`src/rtl/serial_pkg.sv`:
```
// serial_pkg: shared defaults and FSM state encoding for the serial frame receiver.
// The PARITY state exists only when SERIAL_RX_PARITY_EN is defined.
package serial_pkg;

    localparam int DEFAULT_CLKS_PER_BIT = 16;
    localparam int DEFAULT_DATA_W       = 8;

    typedef enum logic [2:0] {
        IDLE    = 3'd0,
        START   = 3'd1,
        DATA    = 3'd2,
`ifdef SERIAL_RX_PARITY_EN
        PARITY  = 3'd3,
`endif
        STOP    = 3'd4,
        RECOVER = 3'd5
    } rx_state_t;

endpackage

```
`src/rtl/serial_sync.sv`:
```
// serial_sync: two-flop synchronizer for the asynchronous serial line.
// Both stages reset high so the receiver sees an idle line out of reset.
module serial_sync (
    input  logic clk,
    input  logic rst_n,
    input  logic d,
    output logic q
);

    logic meta;

    // Two back-to-back flops bring the line into the clk domain
    always_ff @(posedge clk or negedge rst_n) begin
        if (!rst_n) begin
            meta <= 1'b1;
            q    <= 1'b1;
        end else begin
            meta <= d;
            q    <= meta;
        end
    end

endmodule

```
`src/rtl/serial_frame_rx.sv`:
```
// serial_frame_rx: start/data/stop serial frame receiver with a one-word
// valid/ready output holding register.
// Optional even-parity bit between data and stop: define SERIAL_RX_PARITY_EN.
module serial_frame_rx
    import serial_pkg::*;
#(
    parameter int CLKS_PER_BIT = DEFAULT_CLKS_PER_BIT,
    parameter int DATA_W       = DEFAULT_DATA_W
) (
    input  logic              clk,
    input  logic              rst_n,
    input  logic              serial_tx,
    output logic [DATA_W-1:0] data_o,
    output logic              valid_o,
    input  logic              ready_i,
    output logic              busy_o,
    output logic              frame_err_o,
    output logic              overrun_o,
    output logic              parity_err_o
);

    localparam int CNT_W = $clog2(CLKS_PER_BIT);
    localparam int BIT_W = $clog2(DATA_W);

    localparam logic [CNT_W-1:0] HALF_LAST = CNT_W'(CLKS_PER_BIT / 2 - 1);
    localparam logic [CNT_W-1:0] BIT_LAST  = CNT_W'(CLKS_PER_BIT - 1);
    localparam logic [BIT_W-1:0] DATA_LAST = BIT_W'(DATA_W - 1);

    rx_state_t         state;
    rx_state_t         next_state;
    logic              rx_s;
    logic              rx_prev;
    logic [1:0]        sync_fill;
    logic              armed;
    logic              fall_edge;
    logic [CNT_W-1:0]  clk_cnt;
    logic [BIT_W-1:0]  bit_cnt;
    logic [DATA_W-1:0] shift_reg;
    logic              sample;
    logic              commit_ok;
    logic              frame_err_set;
`ifdef SERIAL_RX_PARITY_EN
    logic              parity_bad;
    logic              parity_err_set;
`endif

    serial_sync u_sync (
        .clk   (clk),
        .rst_n (rst_n),
        .d     (serial_tx),
        .q     (rx_s)
    );

    // Edge detector; only armed once the synchronizer has flushed its reset
    // value and the real line has been seen high, so a line held low across
    // reset release never looks like a start bit
    always_ff @(posedge clk or negedge rst_n) begin
        if (!rst_n) begin
            rx_prev   <= 1'b1;
            sync_fill <= 2'b00;
            armed     <= 1'b0;
        end else begin
            rx_prev   <= rx_s;
            sync_fill <= {sync_fill[0], 1'b1};
            if (sync_fill[1] && rx_s) begin
                armed <= 1'b1;
            end
        end
    end

    assign fall_edge = armed && rx_prev && !rx_s;

    // FSM state register
    always_ff @(posedge clk or negedge rst_n) begin
        if (!rst_n) begin
            state <= IDLE;
        end else begin
            state <= next_state;
        end
    end

    // FSM next-state logic
    always_comb begin
        next_state = state;
        case (state)
            IDLE:    if (fall_edge) next_state = START;
            START:   if (sample) next_state = rx_s ? IDLE : DATA;
            DATA: begin
                if (sample && (bit_cnt == DATA_LAST)) begin
`ifdef SERIAL_RX_PARITY_EN
                    next_state = PARITY;
`else
                    next_state = STOP;
`endif
                end
            end
`ifdef SERIAL_RX_PARITY_EN
            PARITY:  if (sample) next_state = STOP;
`endif
            STOP:    if (sample) next_state = rx_s ? IDLE : RECOVER;
            RECOVER: if (rx_s) next_state = IDLE;
            default: next_state = IDLE;
        endcase
    end

    // FSM outputs: busy flag, mid-bit sample strobe and stop-bit outcomes
    always_comb begin
        busy_o = (state != IDLE);
        sample = 1'b0;
        case (state)
            START:   sample = (clk_cnt == HALF_LAST);
            DATA:    sample = (clk_cnt == BIT_LAST);
`ifdef SERIAL_RX_PARITY_EN
            PARITY:  sample = (clk_cnt == BIT_LAST);
`endif
            STOP:    sample = (clk_cnt == BIT_LAST);
            default: sample = 1'b0;
        endcase
        frame_err_set = (state == STOP) && sample && !rx_s;
`ifdef SERIAL_RX_PARITY_EN
        commit_ok      = (state == STOP) && sample && rx_s && !parity_bad;
        parity_err_set = (state == STOP) && sample && parity_bad;
`else
        commit_ok      = (state == STOP) && sample && rx_s;
`endif
    end

    // Bit timing counter, data bit counter, shift register and parity check
    always_ff @(posedge clk or negedge rst_n) begin
        if (!rst_n) begin
            clk_cnt    <= '0;
            bit_cnt    <= '0;
            shift_reg  <= '0;
`ifdef SERIAL_RX_PARITY_EN
            parity_bad <= 1'b0;
`endif
        end else begin
            if ((state == IDLE) || (state == RECOVER) || sample) begin
                clk_cnt <= '0;
            end else begin
                clk_cnt <= clk_cnt + 1'b1;
            end

            if ((state == DATA) && sample) begin
                shift_reg <= {rx_s, shift_reg[DATA_W-1:1]};
                bit_cnt   <= bit_cnt + 1'b1;
            end else if (state != DATA) begin
                bit_cnt <= '0;
            end

`ifdef SERIAL_RX_PARITY_EN
            if (state == IDLE) begin
                parity_bad <= 1'b0;
            end else if ((state == PARITY) && sample) begin
                parity_bad <= ^{shift_reg, rx_s};
            end
`endif
        end
    end

    // Output holding register with overrun detection and one-cycle error pulses
    always_ff @(posedge clk or negedge rst_n) begin
        if (!rst_n) begin
            data_o       <= '0;
            valid_o      <= 1'b0;
            frame_err_o  <= 1'b0;
            overrun_o    <= 1'b0;
`ifdef SERIAL_RX_PARITY_EN
            parity_err_o <= 1'b0;
`endif
        end else begin
            frame_err_o  <= frame_err_set;
            overrun_o    <= commit_ok && valid_o && !ready_i;
`ifdef SERIAL_RX_PARITY_EN
            parity_err_o <= parity_err_set;
`endif
            if (commit_ok) begin
                if (!valid_o || ready_i) begin
                    data_o  <= shift_reg;
                    valid_o <= 1'b1;
                end
            end else if (valid_o && ready_i) begin
                valid_o <= 1'b0;
            end
        end
    end

`ifndef SERIAL_RX_PARITY_EN
    assign parity_err_o = 1'b0;
`endif

endmodule
```
`config.mk`:
```
export PLATFORM = sky130hd
export DESIGN_NAME = serial_frame_rx
export DESIGN_NICKNAME = d
export VERILOG_FILES = /design/src/rtl/serial_pkg.sv /design/src/rtl/serial_sync.sv /design/src/rtl/serial_frame_rx.sv
export SDC_FILE = /design/constraint.sdc
export NUM_CORES = 1
export LEC_CHECK = 0
export BUFFER_PORTS_ARGS = -buffer_cell sky130_fd_sc_hd__clkbuf_2
export CORE_UTILIZATION = 57
export DETAILED_ROUTE_END_ITERATION = 10
export HOLD_SLACK_MARGIN = 0.02
export PLACE_DENSITY = 0.84
export RECOVER_POWER = 50
export SLEW_MARGIN = 20
export SYNTH_ARGS = -nofsm -noshare
export SYNTH_HDL_FRONTEND = slang
export SYNTH_SLANG_ARGS = --single-unit
```
`constraint.sdc`:
```
create_clock -name clk -period 2.2 [get_ports clk]
set_input_delay 0.11 -clock clk [delete_from_list [all_inputs] [get_ports clk]]
set_output_delay 0.11 -clock clk [all_outputs]
set_load 0.005 [all_outputs]
```
==> flow_summary.json <==
{
  "ff2ff_path_depth": 3,
  "final_area_um2": 1770,
  "first_global_vias": 1026,
  "fp.dieW_um": 55.3,
  "wl_per_cell_um": 14.9,
  "cp-end-kind": "flip-flop",
  "slowest_stage": "dfrtp_1",
  "fp-row-count": 18,
  "ant_nets": 0,
  "io_pins": 17,
  "p_per_area_nw_per_um2": 824,
  "seq_area_frac_synth": 0.542,
  "avgSynthCellArea_um2": 12.8,
  "io_buffers": 15,
  "antenna_found_initial": 0,
  "grt_overflow": 0,
  "post_cts_resize_count": 0,
  "area.growth.synth_to_final_pct": 8.87,
  "dp_hpwl_um": 1800,
  "required_ps": 2430,
  "status": "complete, no violations",
  "dpl-instance-area_um2": 1670,
  "cts_max_path_buffers": 2,
  "die-height_um": 55.3,
  "grt_pass1_wl_um": 4460,
  "peakVddDrop_mv": 0.745,
  "synthCells": 127,
  "tightestPinTransition_ps": 816,
  "cp_max_fo": 14,
  "ys_top_cells_by_area": "dfrtp_1 49%, mux2_2 8.3%, dfstp_2 4.9%",
  "synth.most_common_cell": "dfrtp_1",
  "dp_cells": 163,
  "cts_sinks": 35,
  "finalSetupTns_ps": 0,
  "die_area_um2": 3060,
  "core_um2": 2590,
  "critPathLaunchType": "flip-flop",
  "ys_types": 49,
  "start_util": 0.626,
  "relSlewSlack": 0.456,
  "ys.flop_type": "dfrtp_1",
  "synthTopCellsByCount": "32 x dfrtp_1, 12 x mux2_2, 5 x nand2_1",
  "firstDrtPassIters": 4,
  "cts_tree": "done",
  "arrival_ps": 2050,
  "fin_nets": 149,
  "drt-total-wl_um": 2580,
  "finalNonFillerCells": 173,
  "post-route-period-util": 0.827,
  "hp-start": "ready_i",
  "clk_latency_ps": 340,
  "place_congestion": 0.807,
  "syn_nets": 134,
  "setup_viol": 0,
  "timing.critical_path.buf_inv": 0,
  "worstReg2RegEnd": "data_o[5]",
  "antenna_cells": 0,
  "vias": 1038,
  "yosysTopAreaCellShare": 0.494,
  "rsz0062_at_grt": "no",
  "r2r-start": "state[2]",
  "path_cells": "nor3b_2, nand4_2, mux2_2",
  "drv_slew": 0,
  "rrSetupSlack_ps": 380,
  "grt_max_degree": 36,
  "cts.htree.levels": 2,
  "criticalPathCategory": "flip-flop to flip-flop",
  "worstHoldPathCells": 3,
  "via_per_inst": 6.00,
  "fmax_ghz": 0.550,
  "power_mw": 1.46,
  "period_minus_slack_ps": 1820,
  "hold_viol": 0,
  "cts_made_buffers": 5,
  "synth_area_um2": 1620,
  "hold_class": "input pin to flip-flop",
  "fillers": 189,
  "power_leakage_nw": 0.837,
  "cap_violations": 0,
  "clk_pin_slew_worst_paths_ps": 110,
  "synthArstFlopShare": 1.00,
  "timing.hold.ws_ps": 88.8,
  "synth_warnings": 0,
  "cp_top_family": "simple AND/OR/NAND/NOR gates",
  "track_usage": 0.188,
  "finClkSkew_ps": 10.2,
  "hold_end": "overrun_o",
  "drive_above_1_share": 0.294,
  "yosys.area.top_type": "dfrtp_1",
  "drc": 0,
  "max_stage_delay_ps": 630,
  "drt-initial-drc-count": 28,
  "synth_edf_count": 0,
  "cts_root_buffer": "clkbuf_4",
  "ys_ff_latch": 35
}
## cell type report
type / count / area, µm² / area share
clock buffer: 5 / 37.5 / 0.0213
clock inverter: 3 / 43.8 / 0.0248
inverter: 3 / 11.3 / 0.00638
multi-input combinational: 80 / 666 / 0.377
sequential: 35 / 880 / 0.498
tap: 30 / 37.5 / 0.0213
timing repair buffer: 17 / 90.1 / 0.0510
## worst min-delay path: stages
cell	delay, ps
clkbuf_2	70
nand2b_1	150
nor2_1	50
## how the worst max path moves through the flow
stage	from	slack [ps]	to	cells after the start
after global routing	state[2]	260	data_o[5]	3
final	state[2]	380	data_o[5]	3
after floorplan	clk_cnt[0]	480	state[1]	6
after CTS	state[2]	400	data_o[5]	3
after detailed placement	state[2]	420	data_o[5]	3
after global placement	state[1]	440	shift_reg[1]	3
## per-stage QoR
step | setup slack, ps | utilization
3_5_place_dp | 416 | 0.644
5_1_grt | 262 | 0.682
2_1_floorplan | 482 | -
4_1_cts | 404 | 0.684
3_3_place_gp | 436 | 0.644
6_report | 381 | 0.682
## report_power, final
| part | switching [mW] | internal [mW] | leakage (nW) |
|---|---|---|---|
| Sequential | 0.0752 | 0.686 | 0.462 |
| Clock | 0.215 | 0.239 | 0.0452 |
| Combinational | 0.122 | 0.118 | 0.330 |
## per-layer routing
metal | vias to the layer above | track usage | part of all wire
li1 | 496 | - | -
met1 | 490 | 0.231 | 0.44
met2 | 43 | 0.299 | 0.48
met3 | 9 | 0.0515 | 0.052
met4 | 0 | 0.107 | 0.021
met5 | - | 0 | 0
## what timing repair did
action | in CTS | in global routing
hold buffers | 2 | 0
endpoints found under the hold margin | 33 | 0
endpoints found under the setup margin | 0 | 0
buffers inserted | 0 | 0
## placed cells by master, fill, tap and decap left out, types with 3 or more instances in the layout
cell,n
dfrtp_1,32
mux2_2,12
clkbuf_2,11
nand2_1,5
clkbuf_4,5
a31oi_1,4
nand3_1,4
nor3_1,4
mux2_1,4
clkbuf_1,4
nor2_1,3
o21ai_0,3
ha_1,3
## kinds of logic after synthesis
family	synth area share
adders and majority gates	0.0232
and+or+nand+nor	0.168
buffers and inverters	0.0471
xor gates and xnor gates	0.0108
other	0.00463
muxes	0.131
DFF	0.542
AOI/OAI and AO/OA	0.0725
Power figures use the tool's default switching activity.
